==> config.mk <==
export PLATFORM = sky130hd
export DESIGN_NAME = bram_sp_param
export DESIGN_NICKNAME = d
export VERILOG_FILES = /design/src/rtl/bram_sp_param.sv
export SDC_FILE = /design/constraint.sdc
export NUM_CORES = 1
export LEC_CHECK = 0
export ABC_AREA = 1
export BUFFER_PORTS_ARGS = -buffer_cell sky130_fd_sc_hd__clkbuf_2
export CORE_ASPECT_RATIO = 0.7
export CORE_UTILIZATION = 58
export CTS_BUF_LIST = sky130_fd_sc_hd__clkbuf_4
export DETAILED_ROUTE_END_ITERATION = 8
export GPL_TIMING_DRIVEN = 0
export PLACE_DENSITY = 0.79
export SETUP_SLACK_MARGIN = 0.4
export SLEW_MARGIN = 20
export SYNTH_ARGS = -nofsm -noshare
export SYNTH_HDL_FRONTEND = slang
export SYNTH_SLANG_ARGS = --single-unit
==> constraint.sdc <==
create_clock -name clk -period 1.6 [get_ports clk]
set_input_delay 0.08 -clock clk [delete_from_list [all_inputs] [get_ports clk]]
set_output_delay 0.08 -clock clk [all_outputs]
set_load 0.01 [all_outputs]
==> src/rtl/bram_sp_param.sv <==
// Parametrised single-port RAM: byte-enable writes, selectable read-during-write
// behaviour, 1- or 2-stage registered output and a post-reset clear sequencer.
module bram_sp_param #(
    parameter int unsigned DATA_WIDTH   = 8,
    parameter int unsigned ADDR_WIDTH   = 4,
    parameter int unsigned READ_LATENCY = 1,
    parameter int unsigned WRITE_MODE   = 0
) (
    input  logic                    clk,
    input  logic                    rst,
    input  logic                    cs,
    input  logic                    we,
    input  logic [DATA_WIDTH/8-1:0] be,
    input  logic [ADDR_WIDTH-1:0]   addr,
    input  logic [DATA_WIDTH-1:0]   datain,
    output logic [DATA_WIDTH-1:0]   dataout,
    output logic                    dout_valid,
    output logic                    busy
);

    localparam int unsigned DEPTH          = 2 ** ADDR_WIDTH;
    localparam int unsigned NB             = DATA_WIDTH / 8;
    localparam int unsigned WM_WRITE_FIRST = 1;
    localparam int unsigned WM_NO_CHANGE   = 2;

    typedef enum logic {
        ST_CLEAR = 1'b0,
        ST_READY = 1'b1
    } state_t;

    state_t                  state_q, state_d;
    logic [ADDR_WIDTH-1:0]   cnt_q, cnt_d;
    logic                    busy_q;
    logic                    clear_we_c;

    logic [DATA_WIDTH-1:0]   mem [DEPTH];
    logic [DATA_WIDTH-1:0]   old_word_c;
    logic [DATA_WIDTH-1:0]   merged_c;
    logic                    acc_c;
    logic                    mem_we_c;
    logic [ADDR_WIDTH-1:0]   mem_addr_c;
    logic [DATA_WIDTH-1:0]   mem_wdata_c;

    logic [DATA_WIDTH-1:0]   s1_data_q, s1_data_d;
    logic                    s1_valid_q, s1_valid_d;

    // Clear sequencer state register; busy is re-derived from the next state so it
    // falls on the same edge that enters READY.
    always_ff @(posedge clk) begin
        if (rst) begin
            state_q <= ST_CLEAR;
            cnt_q   <= '0;
            busy_q  <= 1'b1;
        end else begin
            state_q <= state_d;
            cnt_q   <= cnt_d;
            busy_q  <= (state_d != ST_READY);
        end
    end

    always_comb begin
        state_d    = state_q;
        cnt_d      = cnt_q;
        clear_we_c = 1'b0;
        case (state_q)
            ST_CLEAR: begin
                clear_we_c = 1'b1;
                cnt_d      = cnt_q + ADDR_WIDTH'(1);
                if (cnt_q == ADDR_WIDTH'(DEPTH - 1)) begin
                    state_d = ST_READY;
                end
            end
            ST_READY: begin
                state_d = ST_READY;
            end
            default: begin
                state_d = ST_CLEAR;
            end
        endcase
    end

    assign acc_c = cs & ~busy_q & ~rst;

    // Byte merge of the incoming data over the currently stored word.
    always_comb begin
        old_word_c = mem[addr];
        merged_c   = old_word_c;
        for (int unsigned i = 0; i < NB; i++) begin
            if (be[i]) begin
                merged_c[8*i +: 8] = datain[8*i +: 8];
            end
        end
    end

    // Write port arbitration: the clear sequencer owns the array until READY.
    always_comb begin
        mem_we_c    = 1'b0;
        mem_addr_c  = addr;
        mem_wdata_c = merged_c;
        if (!rst && clear_we_c) begin
            mem_we_c    = 1'b1;
            mem_addr_c  = cnt_q;
            mem_wdata_c = '0;
        end else if (acc_c && we) begin
            mem_we_c = 1'b1;
        end
    end

    always_ff @(posedge clk) begin
        if (mem_we_c) begin
            mem[mem_addr_c] <= mem_wdata_c;
        end
    end

    // First output stage: data holds unless an access produces a result.
    always_comb begin
        s1_data_d  = s1_data_q;
        s1_valid_d = 1'b0;
        if (acc_c) begin
            if (!we) begin
                s1_data_d  = old_word_c;
                s1_valid_d = 1'b1;
            end else if (WRITE_MODE == WM_WRITE_FIRST) begin
                s1_data_d  = merged_c;
                s1_valid_d = 1'b1;
            end else if (WRITE_MODE == WM_NO_CHANGE) begin
                s1_data_d  = s1_data_q;
                s1_valid_d = 1'b0;
            end else begin
                s1_data_d  = old_word_c;
                s1_valid_d = 1'b1;
            end
        end
    end

    always_ff @(posedge clk) begin
        if (rst) begin
            s1_data_q  <= '0;
            s1_valid_q <= 1'b0;
        end else begin
            s1_data_q  <= s1_data_d;
            s1_valid_q <= s1_valid_d;
        end
    end

    if (READ_LATENCY == 2) begin : g_lat2
        logic [DATA_WIDTH-1:0] s2_data_q;
        logic                  s2_valid_q;

        // Second stage simply delays the first; no stall path exists.
        always_ff @(posedge clk) begin
            if (rst) begin
                s2_data_q  <= '0;
                s2_valid_q <= 1'b0;
            end else begin
                s2_data_q  <= s1_data_q;
                s2_valid_q <= s1_valid_q;
            end
        end

        assign dataout    = s2_data_q;
        assign dout_valid = s2_valid_q;
    end else begin : g_lat1
        assign dataout    = s1_data_q;
        assign dout_valid = s1_valid_q;
    end

    assign busy = busy_q;

endmodule
==> key figures, run 1 <==
Run status
  • Status: finished with violations
  • Failing checks: negative setup slack

Global routing
  • GR Layer Usage met3: 0.07421
  • Grt ovf: 0
  • GRT Resource Usage Total: 0.3135
  • Initial antenna violation count: 0
  • Met1 Use GR: 0.4086
  • Maximum number of pins on one net before global-route repair: 17
  • Number of global-route vias before repair: between 4000 and 5000
  • First-pass GRT wire length: about 25 mm
  • Met2 Use GR: 0.4955
  • Global routing's busiest layer: met2

Synth
  • Synth area leader: edfxtp_1
  • Synth top area share: 0.6057
  • Post-synthesis area per instance: 9.689 µm²
  • Yosys reg bits: between 100 and 150
  • Syn. warnings: 0
  • Sequential fraction of the synthesis area: 0.6530
  • Post-synth cell types: 24
  • Cell Area, Synth: 0.006346 mm²
  • Net Count, Synth: 673
  • Mapped Cells: 655
  • Ranking of synthesized cells by area: edfxtp_1 (61%), nand2_1 (13%), nand3_1 (7.7%)

Clock network
  • Cts bufs inserted: 17
  • Clock tree root buffer cell: clkbuf_4
  • Clock slew seen by the registers of the worst setup and hold paths: 130 ps
  • CTS tree: built
  • Clk sinks: between 100 and 150
  • # H-tree levels: 4
  • Maximum clock path buffer count: 2
  • Worst skew pair latency: 570 ps

Floorplan
  • Die Width: 127.0 µm
  • Die Span Y: 89.52 µm
  • Die area: 0.01137 mm²
  • Core Area: 0.01047 mm²
  • Initial Utilization: 0.6060
  • I/O pins: 27
  • Rows: 31

Final layout
  • Nets: 741
  • Fillers: slightly above 600
  • Commonest non-fill, non-tap cell in the layout: nand2_1
  • Synthesis-to-finish area growth: 24.86%
  • Layout cells sized above 1: 0.3043
  • Commonest cells after routing, fill and taps aside: nand2_1 (202), edfxtp_1 (128), inv_1 (76), nand3_1 (49), nand3_2 (39)

Routing
  • Initial DRT Pass Iterations: 6
  • Via density: approximately 6.1
  • Wirelength per Cell: 22.37 µm
  • Vias: ~5300
  • Final wirelength: 19.44 mm
  • Post-route DRC: 0
  • Antenna Nets Post-Route: 0
  • DRT iter0 DRCs: 785

STA
  • RSZ-0062 raised after global routing: yes
  • # setup viols final: 128
  • Worst Skew: 22.34 ps
  • Endpoints failing hold: 0
  • Worst Tran Pin Value: 754.8 ps
  • Fin Hold WS: 18.47 ps
  • Fin crit share: 1.095
  • Max Clk Rate: 570.9 MHz
  • Fin. max-slew vios: 0
  • Slew HR: 0.4968
  • Setup WS post-layout: -151.6 ps
  • Period minus WS final: between 1500 and 2000 ps

Worst hold path
  • Hold EP: dataout[7]
  • Hold Path Stages: 5
  • Hold crit path type: in -> reg
  • Min-delay src: addr[3]

Worst setup path
  • Critical path arrival: 2010 ps
  • Crit path kind: reg -> reg
  • Required time of the critical path: around 1900 ps
  • R2R cell count: 6
  • CP dominant cell by count: nor2_4
  • Largest stage delay on the critical path: 370 ps
  • Worst reg2reg setup slack: -150 ps
  • Top cell family by delay on the critical path: simple AND/OR/NAND/NOR gates
  • RR Startpoint: state_q
  • Crit path capture type: flop
  • Startpoint Class: flop
  • Worst path slowest cell: dfxtp_4
  • CP cell instances: nor2_4, buf_6, o21ai_2, inv_2, nand2_4, nor2_4
  • Crit-path max FO: 8
  • Buf/Inv on CP: 2
  • Reg-to-reg endpoint: mem[8][4]

Job
  • Max Cap Viol: 0

Place
  • Final Wtd Congestion: approximately 0.94
  • Count of input and output buffers: 22
  • DPL Wire Length: 10.68 mm

Pwr
  • Cell area power density: 965.1 mW/mm²
  • Static Leak: 0.003375 µW
  • Total power: 7647 µW
  • Worst vdd ir: between 0.0007 and 0.0008 V
-- cell families (layout without fill, tap and decap cells) --
group | after synthesis | count (layout) | synth area share
AOI/OAI and AO/OA | 11 | 11 | 0.01143
buffers and inverters | 122 | 203 | 0.08655
adders and majority gates | 1 | 1 | 0.001971
and+or+nand+nor | 378 | 378 | 0.2470
other | 0 | 1 | 0
DFF | 143 | 143 | 0.6530
-- synth_stat cells --
master	instances
clkbuf_1	3
ha_1	1
o21ai_2	4
buf_1	1
nor2_1	43
nand2_2	4
o21ai_1	1
dfxtp_1	15
nand3_1	98
nor3_1	3
nor2_4	1
buf_2	12
clkinv_2	1
inv_2	4
o21ai_0	1
edfxtp_1	128
inv_1	90
nand2_1	227
nor4_1	1
o31ai_1	1
a21oi_1	4
nor2_2	1
buf_4	2
buf_6	9
-- cell type report --
class	instances	area, µm²	share of cell area
tap	132	165.2	0.02084
clock buffer	20	150.1	0.01895
sequential	143	4149	0.5236
multi-input combinational	390	2285	0.2883
inverter	95	420.4	0.05306
antenna	1	2.502	0.0003158
timing repair buffer	45	372.9	0.04706
clock inverter	12	145.1	0.01832
buffer	27	191.4	0.02416
timing repair inverter	4	42.54	0.005369
-- sequential cells by signal, indices dropped and copies added, names as in the netlist --
register,flops
mem,128
dataout,8
cnt_q,4
busy,1
dout_valid,1
state_q,1
-- tightest hold or removal path, stage by stage --
cell	delay, ps
buf_2	200
nand3_2	130
nand2_1	50
nand2_1	60
nand2_1	50
-- stage by stage --
step | setup slack, ps | area (µm²) | setup TNS, ps | instances | utilization
global route | -168.3 | 7921 | -16560 | 868 | 0.7564
global placement | -190.6 | 6818 | -27200 | 809 | 0.6510
floorplan | 41.20 | 6543 | 0 | 655 | -
finish | -151.6 | 7924 | -11240 | 869 | 0.7566
detailed placement | -254.4 | 6818 | -39510 | 809 | 0.6510
CTS | -55.31 | 7480 | -1968 | 861 | 0.7142
-- how the worst max path moves through the flow --
stage,startpoint,end,slack (ps),cells after the start
3_3_place_gp,addr[1],mem[3][3],-190,8
5_1_grt,state_q,mem[13][4],-170,6
6_report,state_q,mem[8][4],-150,6
2_1_floorplan,busy,mem[10][0],40,7
4_1_cts,state_q,mem[13][5],-60,6
3_5_place_dp,addr[1],mem[2][2],-250,8
-- power by group --
| part | internal [µW] | total, µW | switching, µW |
|---|---|---|---|
| logic | 284 | 1000 | 718 |
| registers | 4150 | 4170 | 20.5 |
| clock network | 1130 | 2470 | 1350 |
| total | 5560 | 7650 | 2090 |
-- routing by layer --
layer	vias up	routed length [µm]	share of wire
met1	2447	6744	0.35
met4	0	1193	0.061
met2	451	8776	0.45
met5	-	0	0
met3	129	2723	0.14
li1	2253	-	-
-- repair_timing --
| action | CTS | global route |
|---|---|---|
| setup buffers | 16 | 4 |
| gates cloned | 1 | 3 |
| hold buffers | 3 | 0 |
| pin swaps | 27 | 41 |
| gates resized for setup | 37 | 97 |
| endpoints found under the hold margin | 14 | 0 |
| setup endpoints to repair | 258 | 263 |
(Power assumes the default switching activity.)
==> inputs of run 2 (changes only) <==
HOLD_SLACK_MARGIN = 0.08   (was default)
==> key figures, run 2 (synthesized netlist as in run 1, its figures left out) <==
Run status
  • Status: finished with violations (unchanged)
  • Failing checks: negative setup slack (unchanged)

Clock network
  • Maximum clock path buffer count: 2 (unchanged)
  • Clk sinks: 143 (unchanged)
  • Clock slew seen by the registers of the worst setup and hold paths: 130 ps (about the same)
  • # H-tree levels: 4 (unchanged)
  • CTS tree: built (unchanged)
  • Cts bufs inserted: 17 (unchanged)
  • Clock tree root buffer cell: clkbuf_4 (unchanged)
  • Worst skew pair latency: 550 ps (was 570 ps)

Floorplan
  • Rows: 31 (unchanged)
  • Core Area: 0.01047 mm² (unchanged)
  • I/O pins: 27 (unchanged)
  • Die Span Y: 89.52 µm (unchanged)
  • Die Width: 127.0 µm (unchanged)
  • Initial Utilization: 0.6060 (unchanged)
  • Die area: 0.01137 mm² (unchanged)

STA
  • Slew HR: 0.4935 (was 0.4968)
  • Endpoints failing hold: 0 (unchanged)
  • # setup viols final: 128 (unchanged)
  • RSZ-0062 raised after global routing: yes (unchanged)
  • Worst Tran Pin Value: 759.7 ps (was 754.8 ps)
  • Max Clk Rate: 578.4 MHz (was 570.9 MHz)
  • Fin. max-slew vios: 0 (unchanged)
  • Fin crit share: 1.081 (was 1.095)
  • Worst Skew: 20.96 ps (was 22.34 ps)
  • Period minus WS final: 1729 ps (was 1752 ps)
  • Setup WS post-layout: -128.8 ps (was -151.6 ps)

Global routing
  • Met1 Use GR: 0.4008 (was 0.4086)
  • First-pass GRT wire length: 24.95 mm (was 24.96 mm)
  • Met2 Use GR: 0.4965 (was 0.4955)
  • GRT Resource Usage Total: 0.3131 (was 0.3135)
  • Grt ovf: 0 (unchanged)
  • GR Layer Usage met3: 0.08079 (was 0.07421)
  • Number of global-route vias before repair: 4598 (was 4587)
  • Initial antenna violation count: 1 (was 0)
  • Maximum number of pins on one net before global-route repair: 17 (unchanged)
  • Global routing's busiest layer: met2 (unchanged)

Routing
  • Wirelength per Cell: 22.12 µm (was 22.37 µm)
  • DRT iter0 DRCs: 702 (was 785)
  • Final wirelength: 19.22 mm (was 19.44 mm)
  • Initial DRT Pass Iterations: 6 (unchanged)
  • Via density: 6.048 (was 6.076)
  • Post-route DRC: 0 (unchanged)
  • Antenna Nets Post-Route: 0 (unchanged)
  • Vias: 5256 (was 5280)

Place
  • Final Wtd Congestion: 0.9383 (unchanged)
  • Place WS: -254.4 ps (unchanged)
  • Count of input and output buffers: 22 (unchanged)
  • DPL Wire Length: 10.68 mm (unchanged)

Final layout
  • Most flop-heavy register: mem (unchanged)
  • Synthesis-to-finish area growth: 24.98% (was 24.86%)
  • Commonest non-fill, non-tap cell in the layout: nand2_1 (unchanged)
  • Fillers: 609 (was 610)
  • Commonest cells after routing, fill and taps aside: nand2_1 (202), edfxtp_1 (128), inv_1 (76), nand3_1 (49), nand3_2 (38) (was nand2_1 (202), edfxtp_1 (128), inv_1 (76), nand3_1 (49), nand3_2 (39))
  • Layout cells sized above 1: 0.3043 (unchanged)
  • Nets: 741 (unchanged)
  • Area of the multi-input gates: 0.002292 mm² (was 0.002285 mm²)
  • Largest register FFs: 128 (unchanged)
  • Register area: 0.004149 mm² (unchanged)

Worst setup path
  • Crit path capture type: flop (unchanged)
  • Required time of the critical path: 1840 ps (was 1860 ps)
  • Startpoint Class: flop (unchanged)
  • Critical path arrival: 1970 ps (was 2010 ps)
  • Crit path kind: reg -> reg (unchanged)
  • Crit-path max FO: 8 (unchanged)

Pwr
  • Worst vdd ir: 0.0007205 V (was 0.0007296 V)
  • Static Leak: 0.003376 µW (was 0.003375 µW)
  • Total power: 7624 µW (was 7647 µW)
  • Cell area power density: 961.2 mW/mm² (was 965.1 mW/mm²)

Job
  • Max Cap Viol: 0 (unchanged)

Worst hold path
  • Hold crit path type: in -> reg (unchanged)
[run 2: cell counts in the layout (fill, tap and decap cells not counted)]
Identical to the previous run, type by type.
[run 2: path summary, 6_finish.rpt]
path              slack [ps]  startpoint          to  cells after the start
setup / recovery        -130     state_q   mem[8][3]                      6
hold / removal            40     addr[3]  dataout[6]                      5
setup reg to reg        -130     state_q   mem[8][3]                      6
hold reg to reg          490  dataout[4]  dataout[4]                      2
[run 2: timing repair]
item	CTS	global route
pin swaps	27	40
endpoints found under the setup margin	258	263
hold buffers	2	1
hold endpoints to repair	22	7
buffers inserted	16	4
gates cloned	1	3
gates resized for setup	37	98
[run 2: worst max-delay path, stage by stage, from the launching register on]
cell and delay (ps):
dfxtp_4 380, nor2_4 160, buf_6 160, o21ai_2 130, inv_2 160, nand2_4 120, nor2_4 300
[run 2: metrics by stage]
step	setup TNS [ps]	hold WS (ps)	area [µm²]	utilization	std cells
after global placement	-27200	334.0	6818	0.6510	809
final	-8879	43.70	7931	0.7573	869
after global routing	-14870	64.60	7931	0.7573	869
after CTS	-2013	-239.5	7470	0.7133	860
after detailed placement	-39510	341.2	6818	0.6510	809
after floorplan	0	307.6	6543	-	655
[run 2: area by class of cell]
type	count	area share
Tap cell	132	0.02082
Clock inverter	12	0.01830
Timing Repair inverter	4	0.005364
Antenna cell	1	0.0003155
Clock buffer	20	0.01893
Multi-Input combinational cell	390	0.2890
Sequential cell	143	0.5231
Timing Repair Buffer	45	0.04701
Buffer	27	0.02414
Inverter	95	0.05301
[run 2: where the power goes]
group	total (µW)	switching (µW)	internal, µW
registers	4170	20.4	4150
logic	1000	717	285
clock network	2450	1320	1130
[run 2: layer usage]
layer / routed length (µm) / vias to the layer above
met5: 0 / -
met4: 1321 / 0
met3: 2565 / 124
met2: 8582 / 425
met1: 6752 / 2455
li1: - / 2252
